## config.mk

```make
export PLATFORM = sky130hd
export DESIGN_NAME = tl_a_channel_rr_arbiter_flat
export DESIGN_NICKNAME = d
export VERILOG_FILES = /design/src/rtl/tl_a_channel_rr_arbiter_if.sv /design/src/rtl/tl_a_channel_rr_arbiter.sv /design/src/flat_wrapper.sv
export SDC_FILE = /design/constraint.sdc
export NUM_CORES = 1
export LEC_CHECK = 0
export BUFFER_PORTS_ARGS = -buffer_cell sky130_fd_sc_hd__buf_2
export CAP_MARGIN = 20
export CORE_AREA = 3 3 142 144
export CTS_CLUSTER_DIAMETER = 100
export DETAILED_ROUTE_END_ITERATION = 8
export DIE_AREA = 0 0 145 147
export SLEW_MARGIN = 30
export SYNTH_ARGS = -nofsm -noshare
export SYNTH_HDL_FRONTEND = slang
export SYNTH_SLANG_ARGS = --single-unit
```

## constraint.sdc

```tcl
create_clock -name clock -period 4.8 [get_ports clock]
set_input_delay 0.48 -clock clock [delete_from_list [all_inputs] [get_ports clock]]
set_output_delay 0.48 -clock clock [all_outputs]
set_load 0.02 [all_outputs]
```

## src/rtl/tl_a_channel_rr_arbiter_if.sv

```systemverilog
// tl_a_channel_rr_arbiter_if: requester-side and shared-side TileLink A/D signals for the arbiter
// Ports: none (signal bundle only).
// Packed per-requester fields: requester i occupies slice i of each in_* vector.
// Modports: slave = arbiter view, master = environment view.
interface tl_a_channel_rr_arbiter_if #(
  parameter int N      = 2,
  parameter int SRC_W  = 4,
  parameter int ADDR_W = 32,
  parameter int DATA_W = 64
);
  localparam int IDX_W = N > 1 ? $clog2(N) : 1;
  localparam int DB    = DATA_W / 8;
  logic [N-1:0]           in_a_valid, in_a_ready;
  logic [N*3-1:0]         in_a_opcode;
  logic [N*4-1:0]         in_a_size;
  logic [N*SRC_W-1:0]     in_a_source;
  logic [N*ADDR_W-1:0]    in_a_address;
  logic [N*DB-1:0]        in_a_mask;
  logic [N*DATA_W-1:0]    in_a_data;
  logic                   a_valid, a_ready;
  logic [2:0]             a_opcode;
  logic [3:0]             a_size;
  logic [IDX_W+SRC_W-1:0] a_source;
  logic [ADDR_W-1:0]      a_address;
  logic [DB-1:0]          a_mask;
  logic [DATA_W-1:0]      a_data;
  logic                   d_valid, d_ready;
  logic [IDX_W+SRC_W-1:0] d_source;
  logic [N-1:0]           in_d_valid, in_d_ready;
  logic                   d_route_err;
  modport slave (
    input  in_a_valid, in_a_opcode, in_a_size, in_a_source, in_a_address, in_a_mask, in_a_data,
    input  a_ready, d_valid, d_source, in_d_ready,
    output in_a_ready, a_valid, a_opcode, a_size, a_source, a_address, a_mask, a_data,
    output d_ready, in_d_valid, d_route_err
  );
  modport master (
    output in_a_valid, in_a_opcode, in_a_size, in_a_source, in_a_address, in_a_mask, in_a_data,
    output a_ready, d_valid, d_source, in_d_ready,
    input  in_a_ready, a_valid, a_opcode, a_size, a_source, a_address, a_mask, a_data,
    input  d_ready, in_d_valid, d_route_err
  );
endinterface

```

## src/rtl/tl_a_channel_rr_arbiter.sv

```systemverilog
// tl_a_channel_rr_arbiter: round-robin, burst-locked sharing of one TileLink A channel with D routing
// Ports: clock, reset_n (async, active-low), bus (slave modport): N upstream A requesters,
// shared A output with {index,source} IDs, shared D input steered back by the index in d_source,
// and a sticky d_route_err for D beats carrying an index >= N.
module tl_a_channel_rr_arbiter #(
  parameter int N      = 2,
  parameter int SRC_W  = 4,
  parameter int ADDR_W = 32,
  parameter int DATA_W = 64
) (
  input logic                     clock,
  input logic                     reset_n,
  tl_a_channel_rr_arbiter_if.slave bus
);
  localparam int IDX_W = N > 1 ? $clog2(N) : 1;
  localparam int DB    = DATA_W / 8;
  typedef enum logic {IDLE, BURST} state_e;
  state_e            fsm_q, fsm_d;
  logic [IDX_W-1:0]  rr_ptr_q, rr_ptr_d, lock_idx_q, lock_idx_d, rr_grant, grant, scan, d_idx;
  logic [8:0]        beats_left_q, beats_left_d;
  logic              hold_q, hold_d, err_q, err_d, found, fire, d_ok;
  logic [16:0]       bytes, beats;
  logic [2:0]        opc [N];
  logic [3:0]        siz [N];
  logic [SRC_W-1:0]  src [N];
  logic [ADDR_W-1:0] adr [N];
  logic [DB-1:0]     msk [N];
  logic [DATA_W-1:0] dat [N];
  for (genvar i = 0; i < N; i++) begin : g_unpack
    assign opc[i] = bus.in_a_opcode[3*i +: 3];
    assign siz[i] = bus.in_a_size[4*i +: 4];
    assign src[i] = bus.in_a_source[SRC_W*i +: SRC_W];
    assign adr[i] = bus.in_a_address[ADDR_W*i +: ADDR_W];
    assign msk[i] = bus.in_a_mask[DB*i +: DB];
    assign dat[i] = bus.in_a_data[DATA_W*i +: DATA_W];
  end
  function automatic logic [IDX_W-1:0] nxt(input logic [IDX_W-1:0] x);
    return (int'(x) == N - 1) ? '0 : x + 1'b1;
  endfunction
  // First valid requester at or after rr_ptr, wrapping modulo N.
  always_comb begin
    rr_grant = rr_ptr_q;
    found    = 1'b0;
    scan     = '0;
    for (int k = 0; k < N; k++) begin
      scan = IDX_W'((int'(rr_ptr_q) + k) % N);
      if (!found && bus.in_a_valid[scan]) begin
        rr_grant = scan;
        found    = 1'b1;
      end
    end
  end
  // A stalled or bursting grant is pinned to lock_idx so it can never move mid-message.
  assign grant         = (fsm_q == BURST || hold_q) ? lock_idx_q : rr_grant;
  assign bus.a_valid   = reset_n & bus.in_a_valid[grant];
  assign bus.in_a_ready = (reset_n & bus.a_ready) ? N'(1) << grant : '0;
  assign bus.a_opcode  = opc[grant];
  assign bus.a_size    = siz[grant];
  assign bus.a_source  = {grant, src[grant]};
  assign bus.a_address = adr[grant];
  assign bus.a_mask    = msk[grant];
  assign bus.a_data    = dat[grant];
  assign fire          = bus.a_valid & bus.a_ready;
  // Data-carrying opcodes (0..3) span (1<<size)/DATA_BYTES beats, at least one.
  assign bytes = 17'(1) << siz[grant];
  assign beats = (opc[grant] < 3'd4 && bytes > 17'(DB)) ? bytes / 17'(DB) : 17'd1;
  always_comb begin
    fsm_d        = fsm_q;
    rr_ptr_d     = rr_ptr_q;
    lock_idx_d   = lock_idx_q;
    beats_left_d = beats_left_q;
    hold_d       = hold_q;
    if (fsm_q == IDLE) begin
      if (fire) begin
        hold_d = 1'b0;
        if (beats == 17'd1) rr_ptr_d = nxt(grant);
        else begin
          lock_idx_d   = grant;
          beats_left_d = 9'(beats - 17'd1);
          fsm_d        = BURST;
        end
      end else if (bus.a_valid) begin
        hold_d     = 1'b1;
        lock_idx_d = grant;
      end
    end else if (fire) begin
      beats_left_d = beats_left_q - 9'd1;
      if (beats_left_q == 9'd1) begin
        fsm_d    = IDLE;
        rr_ptr_d = nxt(lock_idx_q);
        hold_d   = 1'b0;
      end
    end
  end
  // D routing depends only on d_source; out-of-range indices are accepted and dropped.
  assign d_idx           = bus.d_source[SRC_W +: IDX_W];
  assign d_ok            = int'(d_idx) < N;
  assign bus.in_d_valid  = (reset_n & d_ok & bus.d_valid) ? N'(1) << d_idx : '0;
  assign bus.d_ready     = reset_n & (d_ok ? bus.in_d_ready[d_idx] : 1'b1);
  assign err_d           = err_q | (bus.d_valid & ~d_ok);
  assign bus.d_route_err = err_q;
  always_ff @(posedge clock or negedge reset_n) begin
    if (!reset_n) begin
      fsm_q        <= IDLE;
      rr_ptr_q     <= '0;
      lock_idx_q   <= '0;
      beats_left_q <= '0;
      hold_q       <= 1'b0;
      err_q        <= 1'b0;
    end else begin
      fsm_q        <= fsm_d;
      rr_ptr_q     <= rr_ptr_d;
      lock_idx_q   <= lock_idx_d;
      beats_left_q <= beats_left_d;
      hold_q       <= hold_d;
      err_q        <= err_d;
    end
  end
endmodule

```

## src/flat_wrapper.sv

```systemverilog
// flat-port wrapper written by rule: the top's interface ports become plain ports
module tl_a_channel_rr_arbiter_flat 
#(
  parameter int N      = 2,
  parameter int SRC_W  = 4,
  parameter int ADDR_W = 32,
  parameter int DATA_W = 64
)
  (clock, reset_n, bus_in_a_valid, bus_in_a_opcode, bus_in_a_size, bus_in_a_source, bus_in_a_address, bus_in_a_mask, bus_in_a_data, bus_a_ready, bus_d_valid, bus_d_source, bus_in_d_ready, bus_in_a_ready, bus_a_valid, bus_a_opcode, bus_a_size, bus_a_source, bus_a_address, bus_a_mask, bus_a_data, bus_d_ready, bus_in_d_valid, bus_d_route_err);
  tl_a_channel_rr_arbiter_if #(.N(N), .SRC_W(SRC_W), .ADDR_W(ADDR_W), .DATA_W(DATA_W)) bus_i ();
  input logic clock;
  input logic reset_n;
  input wire logic [$bits(bus_i.in_a_valid)-1:0] bus_in_a_valid;
  input wire logic [$bits(bus_i.in_a_opcode)-1:0] bus_in_a_opcode;
  input wire logic [$bits(bus_i.in_a_size)-1:0] bus_in_a_size;
  input wire logic [$bits(bus_i.in_a_source)-1:0] bus_in_a_source;
  input wire logic [$bits(bus_i.in_a_address)-1:0] bus_in_a_address;
  input wire logic [$bits(bus_i.in_a_mask)-1:0] bus_in_a_mask;
  input wire logic [$bits(bus_i.in_a_data)-1:0] bus_in_a_data;
  input wire logic [$bits(bus_i.a_ready)-1:0] bus_a_ready;
  input wire logic [$bits(bus_i.d_valid)-1:0] bus_d_valid;
  input wire logic [$bits(bus_i.d_source)-1:0] bus_d_source;
  input wire logic [$bits(bus_i.in_d_ready)-1:0] bus_in_d_ready;
  output wire logic [$bits(bus_i.in_a_ready)-1:0] bus_in_a_ready;
  output wire logic [$bits(bus_i.a_valid)-1:0] bus_a_valid;
  output wire logic [$bits(bus_i.a_opcode)-1:0] bus_a_opcode;
  output wire logic [$bits(bus_i.a_size)-1:0] bus_a_size;
  output wire logic [$bits(bus_i.a_source)-1:0] bus_a_source;
  output wire logic [$bits(bus_i.a_address)-1:0] bus_a_address;
  output wire logic [$bits(bus_i.a_mask)-1:0] bus_a_mask;
  output wire logic [$bits(bus_i.a_data)-1:0] bus_a_data;
  output wire logic [$bits(bus_i.d_ready)-1:0] bus_d_ready;
  output wire logic [$bits(bus_i.in_d_valid)-1:0] bus_in_d_valid;
  output wire logic [$bits(bus_i.d_route_err)-1:0] bus_d_route_err;
  assign bus_i.in_a_valid = bus_in_a_valid;
  assign bus_i.in_a_opcode = bus_in_a_opcode;
  assign bus_i.in_a_size = bus_in_a_size;
  assign bus_i.in_a_source = bus_in_a_source;
  assign bus_i.in_a_address = bus_in_a_address;
  assign bus_i.in_a_mask = bus_in_a_mask;
  assign bus_i.in_a_data = bus_in_a_data;
  assign bus_i.a_ready = bus_a_ready;
  assign bus_i.d_valid = bus_d_valid;
  assign bus_i.d_source = bus_d_source;
  assign bus_i.in_d_ready = bus_in_d_ready;
  assign bus_in_a_ready = bus_i.in_a_ready;
  assign bus_a_valid = bus_i.a_valid;
  assign bus_a_opcode = bus_i.a_opcode;
  assign bus_a_size = bus_i.a_size;
  assign bus_a_source = bus_i.a_source;
  assign bus_a_address = bus_i.a_address;
  assign bus_a_mask = bus_i.a_mask;
  assign bus_a_data = bus_i.a_data;
  assign bus_d_ready = bus_i.d_ready;
  assign bus_in_d_valid = bus_i.in_d_valid;
  assign bus_d_route_err = bus_i.d_route_err;
  tl_a_channel_rr_arbiter #(.N(N), .SRC_W(SRC_W), .ADDR_W(ADDR_W), .DATA_W(DATA_W)) u_core (.clock(clock), .reset_n(reset_n), .bus(bus_i));
endmodule
```

; After elaboration in Yosys (flattened, before gate mapping)
; Cells that the tools add are included.
[op_classes]
addsub = 5
order_cmp = 7
eq_ne = 6
shifts = 3
n_mux = 56
bitwise = 7
reduce_logical = 10
[ops]
columns = cell, n
row1 = 2-to-1 mux 64 bit, 3
row2 = 2-to-1 mux 32 bit, 3
row3 = 2-to-1 mux 9 bit, 4
row4 = 2-to-1 mux 1 bit, 31
row5 = 2-to-1 mux 4 bit, 6
row6 = 2-to-1 mux 8 bit, 3
row7 = subtractor 9 x 1 -> 9 bit (second input constant), 2
row8 = > comparator 17 x 4 -> 1 bit (second input constant), 1
row9 = << shifter 1 x 4 -> 17 bit (first input constant), 1
row10 = == test 14 x 1 -> 1 bit (second input constant), 1
row11 = 2-to-1 mux 14 bit, 1
row12 = == test 9 x 1 -> 1 bit (second input constant), 1
row13 = 2-to-1 mux 3 bit, 3
row14 = AND reduction 3 bit, 3
row15 = less-than comparator 1 x 2 -> 1 bit (second input constant), 4
row16 = != test 2 bit (second input constant), 3
row17 = AND 1 bit, 5
row18 = 2-to-1 mux 2 bit, 2
row19 = nonzero test 2 bit, 2
row20 = << shifter 1 x 1 -> 2 bit (first input constant), 2
row21 = adder 1 bit (second input constant), 3
row22 = less-than comparator 3 bit (second input constant), 1
row23 = >= comparator 2 bit (second input constant), 1
row24 = logical AND 1 bit, 2
row25 = other kinds (6), 6
[word_totals]
reg_bits = 13

; Logic depth before layout (Yosys ltp)
[depth]
word_depth = 19
ltp_mapped = 15
mapped_depth_nobuf = 13

; Least setup slack after synthesis
; Ideal clock, no wire load.
[synth_path]
kind = in2reg
start = input port bus_in_a_valid[1]
end = register u_core.beats_left_q[6]
setup_ns = 0.120
arrival_ns = 2.728
slack_ns = 1.952
path_stages = 13
path_buffers = 1
cell_sequence = nor2b_1 -> o211a_4 -> nor2_8 -> mux2_4 -> o21bai_1 -> inv_1 -> ha_1 -> clkbuf_1 -> nand2_1 -> and3_1 -> a221oi_1 -> o211ai_1 -> o211a_1
[synth_via]
word_cells_on_any_way = 32
[synth_rtl]
columns = element, line_no
row1 = "start, declared", flat_wrapper.sv:13  ; input wire logic [$bits(bus_i.in_a_valid)-1:0] bus_in_a_valid;
row2 = 2-to-1 mux 1 bit (implied by the code) (2 in a row), tl_a_channel_rr_arbiter.sv:47  ; if (!found && bus.in_a_valid[scan]) begin
row3 = 2-to-1 mux 1 bit, tl_a_channel_rr_arbiter.sv:47
row4 = logical NOT 1 bit, tl_a_channel_rr_arbiter.sv:47
row5 = logical AND 1 bit *, tl_a_channel_rr_arbiter.sv:47
row6 = 2-to-1 mux 1 bit *, tl_a_channel_rr_arbiter.sv:47
row7 = 2-to-1 mux 1 bit *, tl_a_channel_rr_arbiter.sv:54  ; assign grant = (fsm_q == BURST || hold_q) ? lock_idx_q : rr_grant;
row8 = inverter 1 -> 2 bit *, n/a
row9 = 2-to-1 mux 3 bit * (3 in a row), n/a
row10 = via bus_a_opcode[2], flat_wrapper.sv:26  ; output wire logic [$bits(bus_i.a_opcode)-1:0] bus_a_opcode;
row11 = less-than comparator 3 bit *, tl_a_channel_rr_arbiter.sv:66  ; assign beats = (opc[grant] < 3'd4 && bytes > 17'(DB)) ? bytes / 17'(DB) : 17'd1;
row12 = logical AND 1 bit *, tl_a_channel_rr_arbiter.sv:66
row13 = 2-to-1 mux 14 bit *, tl_a_channel_rr_arbiter.sv:66
row14 = subtractor 9 x 1 -> 9 bit, tl_a_channel_rr_arbiter.sv:79  ; beats_left_d = 9'(beats - 17'd1);
row15 = 2-to-1 mux 9 bit, tl_a_channel_rr_arbiter.sv:76  ; if (beats == 17'd1) rr_ptr_d = nxt(grant);
row16 = 2-to-1 mux 9 bit, tl_a_channel_rr_arbiter.sv:74  ; if (fire) begin
row17 = 2-to-1 mux 9 bit, tl_a_channel_rr_arbiter.sv:73  ; if (fsm_q == IDLE) begin
row18 = "end signal, assigned", tl_a_channel_rr_arbiter.sv:114  ; beats_left_q <= beats_left_d;
row19 = "end, declared", tl_a_channel_rr_arbiter.sv:20  ; logic [8:0] beats_left_q, beats_left_d;
; Mark *: on every way through the listed nets, which the timed path passes. The rest lies on a longest branch. The select of a mux whose other input is x is not followed.
; A chain may end at the register's enable or synchronous reset.

; Final worst setup path
[layout_path]
start = register u_core.fsm_q
end = output port bus_a_data[32]
[layout_via]
elab_chain_cells = 6
[layout_rtl]
columns = element, line_no
row1 = "start, declared", tl_a_channel_rr_arbiter.sv:18  ; state_e fsm_q, fsm_d;
row2 = "start signal, assigned", tl_a_channel_rr_arbiter.sv:111  ; fsm_q <= fsm_d;
row3 = logical OR 1 bit, tl_a_channel_rr_arbiter.sv:54
row4 = 2-to-1 mux 1 bit, tl_a_channel_rr_arbiter.sv:54
row5 = inverter 1 -> 2 bit (implied by the code), tl_a_channel_rr_arbiter.sv:62  ; assign bus.a_data = dat[grant];
row6 = 2-to-1 mux 64 bit (implied by the code) (3 in a row), tl_a_channel_rr_arbiter.sv:62
row7 = "end, declared", flat_wrapper.sv:31  ; output wire logic [$bits(bus_i.a_data)-1:0] bus_a_data;
; No other way between the ends. The select of a mux whose other input is x is not followed.

==> flow_metrics.tcl <==
set metrics [dict create \
    fmax_ghz 0.2949 \
    crit_fanout 64 \
    io_buffers 360 \
    path_clk_slew_ns 0.05 \
    dieArea_mm2 0.02132 \
    start_util 0.1447 \
    hold_class "in -> async" \
    arrival_ns 2.91 \
    pwr-share-comb 0.836 \
    gp_congestion 0.8399 \
    worstSetupStartpoint "u_core.fsm_q$_DFF_PN0_" \
    worst_pin_slew_ns 0.7837 \
    finalMaxSlewViolations 0 \
    tritoncts "yes" \
    ir_worst_vdd_v 0.0002036 \
    synth-seq-area-share 0.1194 \
    drc 0 \
    power_density_mw_per_mm2 489.1 \
    drive_gt1_frac 0.7531 \
    fin_tns_setup_ns 0 \
    criticalPathCategory "reg -> out" \
    track_usage 0.1288 \
    yosys_warnings 0 \
    hold_viol 0 \
    num_vias 3688 \
    p_switching_mw 1.257 \
    clock_sinks 13 \
    status "finished, final reports clean" \
    setup_violations 0 \
    dp_hpwl_um 13310 \
    rrSetupSlack_ns 1.53 \
    viasPerCell 4.031 \
    final_nets 900 \
    drtPass1Iterations 4 \
    core_area_mm2 0.01883 \
    synth_edf_count 0 \
    post_cts_resized 0 \
    rr_worst_depth 11 \
    grt-ovfl-total 0 \
    seqPwrFrac 0.096 \
    antenna_found_initial 4 \
    final_cell_mix "buf_2, mux2_2, nor2_1" \
    avgRoutedWirePerCell_um 16.40 \
    start_kind "register" \
    p_leak_nw 2.500 \
    avgSynthCellArea_um2 8.844 \
    die_w_um 145 \
    r2r_end "u_core.beats_left_q[8]$_DFFE_PN0P_" \
    grt_pass1_wl_um 21890 \
    min_period_ns 3.391 \
    synth_seq_cells 13 \
    post_cts_buffers 0 \
    p_clk_frac 0.068 \
    p_int_mw 1.106 \
    htree_levels 1 \
    numCtsBuffers 3 \
    cts_buffer_depth 2 \
    insertion_delay_ns 0.25 \
    cts_root_buf "clkbuf_16" \
    skew_ns 0.004497 \
    rsz0062_at_grt "false" \
    pin_count 366 \
    rr_startpoint "u_core.fsm_q$_DFF_PN0_" \
    rows 50 \
    maxSlewHeadroom 0.4775 \
    setup_slack_ns 1.409 \
    synth_cell_type_count 49 \
    initialDrtViolationCount 148 \
    grt_pass1_vias 3658 \
    finalWirelength_um 15000 \
    ant_nets 0 \
    synthArstFlopShare 1.000 \
    die_h_um 147 \
    layout_commonest_cell "buf_2" \
    synth_area_mm2 0.002724 \
    place_ws_ns 1.519 \
    synthCells 308 \
    grt_max_degree 65 \
    cap_violations 0 \
    synthToLayoutAreaGrowth_pct 77.35 \
    period_share 0.7065 \
    end_kind "primary output" \
    swShare 0.5319 \
    required_ns 4.32 \
    total_power_mw 2.363 \
    syn-num-nets 555 \
    ctsHoldBuffers 0 \
    synth_top_flop_cell "dfrtp_1" \
]
synthesized netlist by cell type, types with 2 or more instances:
master    number  area share
mux2_4         2       0.011
nand2_1       19       0.026
ha_1           4       0.018
nor3_1         6       0.011
a31oi_1        2      0.0046
buf_4          4       0.011
buf_2         13       0.024
and2_1         3      0.0069
a211oi_2       2      0.0092
dfrtp_1       13        0.12
mux2_2       115        0.48
inv_1          7      0.0096
o31ai_1        2      0.0055
nor3b_1        4       0.011
nor2_1        22       0.030
mux2i_1        6       0.022
a21oi_1        6       0.011
nand2b_1       8       0.018
o21a_1         3      0.0083
a221oi_1       3      0.0096
o211ai_1       3      0.0083
nand4_1        2      0.0046
and3_1         3      0.0069
nand3_1       12       0.022
o21ai_0       17       0.031
clkbuf_1       4      0.0055
how the worst max path moves through the flow:
stage	endpoint	depth (start not counted)
detailed placement	u_core.beats_left_q[8]$_DFFE_PN0P_	11
finish	bus_a_data[32]	6
global route	bus_a_data[34]	6
floorplan	u_core.beats_left_q[6]$_DFFE_PN0P_	13
CTS	bus_a_data[32]	6
global placement	u_core.beats_left_q[8]$_DFFE_PN0P_	11
layer usage:
| metal | global-route usage | part of all wire | wire length (um) | vias to the layer above |
|---|---|---|---|---|
| met3 | 0.02591 | 0.062 | 935 | 7 |
| met5 | 0 | 0 | 0 | - |
| met2 | 0.2263 | 0.50 | 7540 | 155 |
| li1 | - | - | - | 1830 |
| met1 | 0.1661 | 0.43 | 6470 | 1696 |
| met4 | 0.02185 | 0.0038 | 57 | 0 |
logic make-up (layout without fill, tap and decap cells):
kind of cell / Yosys count / count (layout) / synth area share
other: 1 / 4 / 0.001377
AOI/OAI and AO/OA: 49 / 49 / 0.1259
muxes: 124 / 124 / 0.5126
buffers and inverters: 30 / 374 / 0.05650
adders and majority gates: 4 / 4 / 0.01837
and+or+nand+nor: 86 / 86 / 0.1626
DFF: 13 / 13 / 0.1194
xor gates and xnor gates: 1 / 1 / 0.003216
power by group through the flow:
stage	Combinational, mW	Clock, mW	Sequential, mW
final	1.97	0.162	0.227
after global routing	2.12	0.168	0.237
after CTS	1.99	0.163	0.225
after detailed placement	1.98	0	0.225
after global placement	1.97	0	0.227
after floorplan	1.46	0	0.190
critical path: stages, from the launching register on:
cell and delay (ns):
dfrtp_1 0.79, nor2_4 0.11, o211a_4 0.20, nor2_8 0.24, buf_4 0.65, mux2_2 0.44, buf_2 0.17
registers in the layout, summed over array words and instances, names as in the netlist:
name,flops
u_core.hold_q,1
u_core.fsm_q,1
u_core.beats_left_q,9
u_core.lock_idx_q,1
u_core.rr_ptr_q,1
through the flow:
step,hold slack (ns),cells,instance area [um2],utilization
floorplan,0.1844,308,2724,-
finish,0.1444,915,4831,0.2565
global placement,0.4118,908,4745,0.2520
CTS,0.1581,912,4823,0.2561
detailed placement,0.4178,908,4745,0.2520
global route,0.1694,915,4831,0.2565
cell type report:
class                           instances  area, um2
Clock buffer                            4      78.83
Sequential cell                        13      325.3
Timing Repair Buffer                  362       1817
Fill cell                            2069      14000
Tap cell                              260      325.3
Antenna cell                            3      7.507
Multi-Input combinational cell        265       2245
Inverter                                8      32.53
No activity file was read; power rests on OpenSTA's default activity.
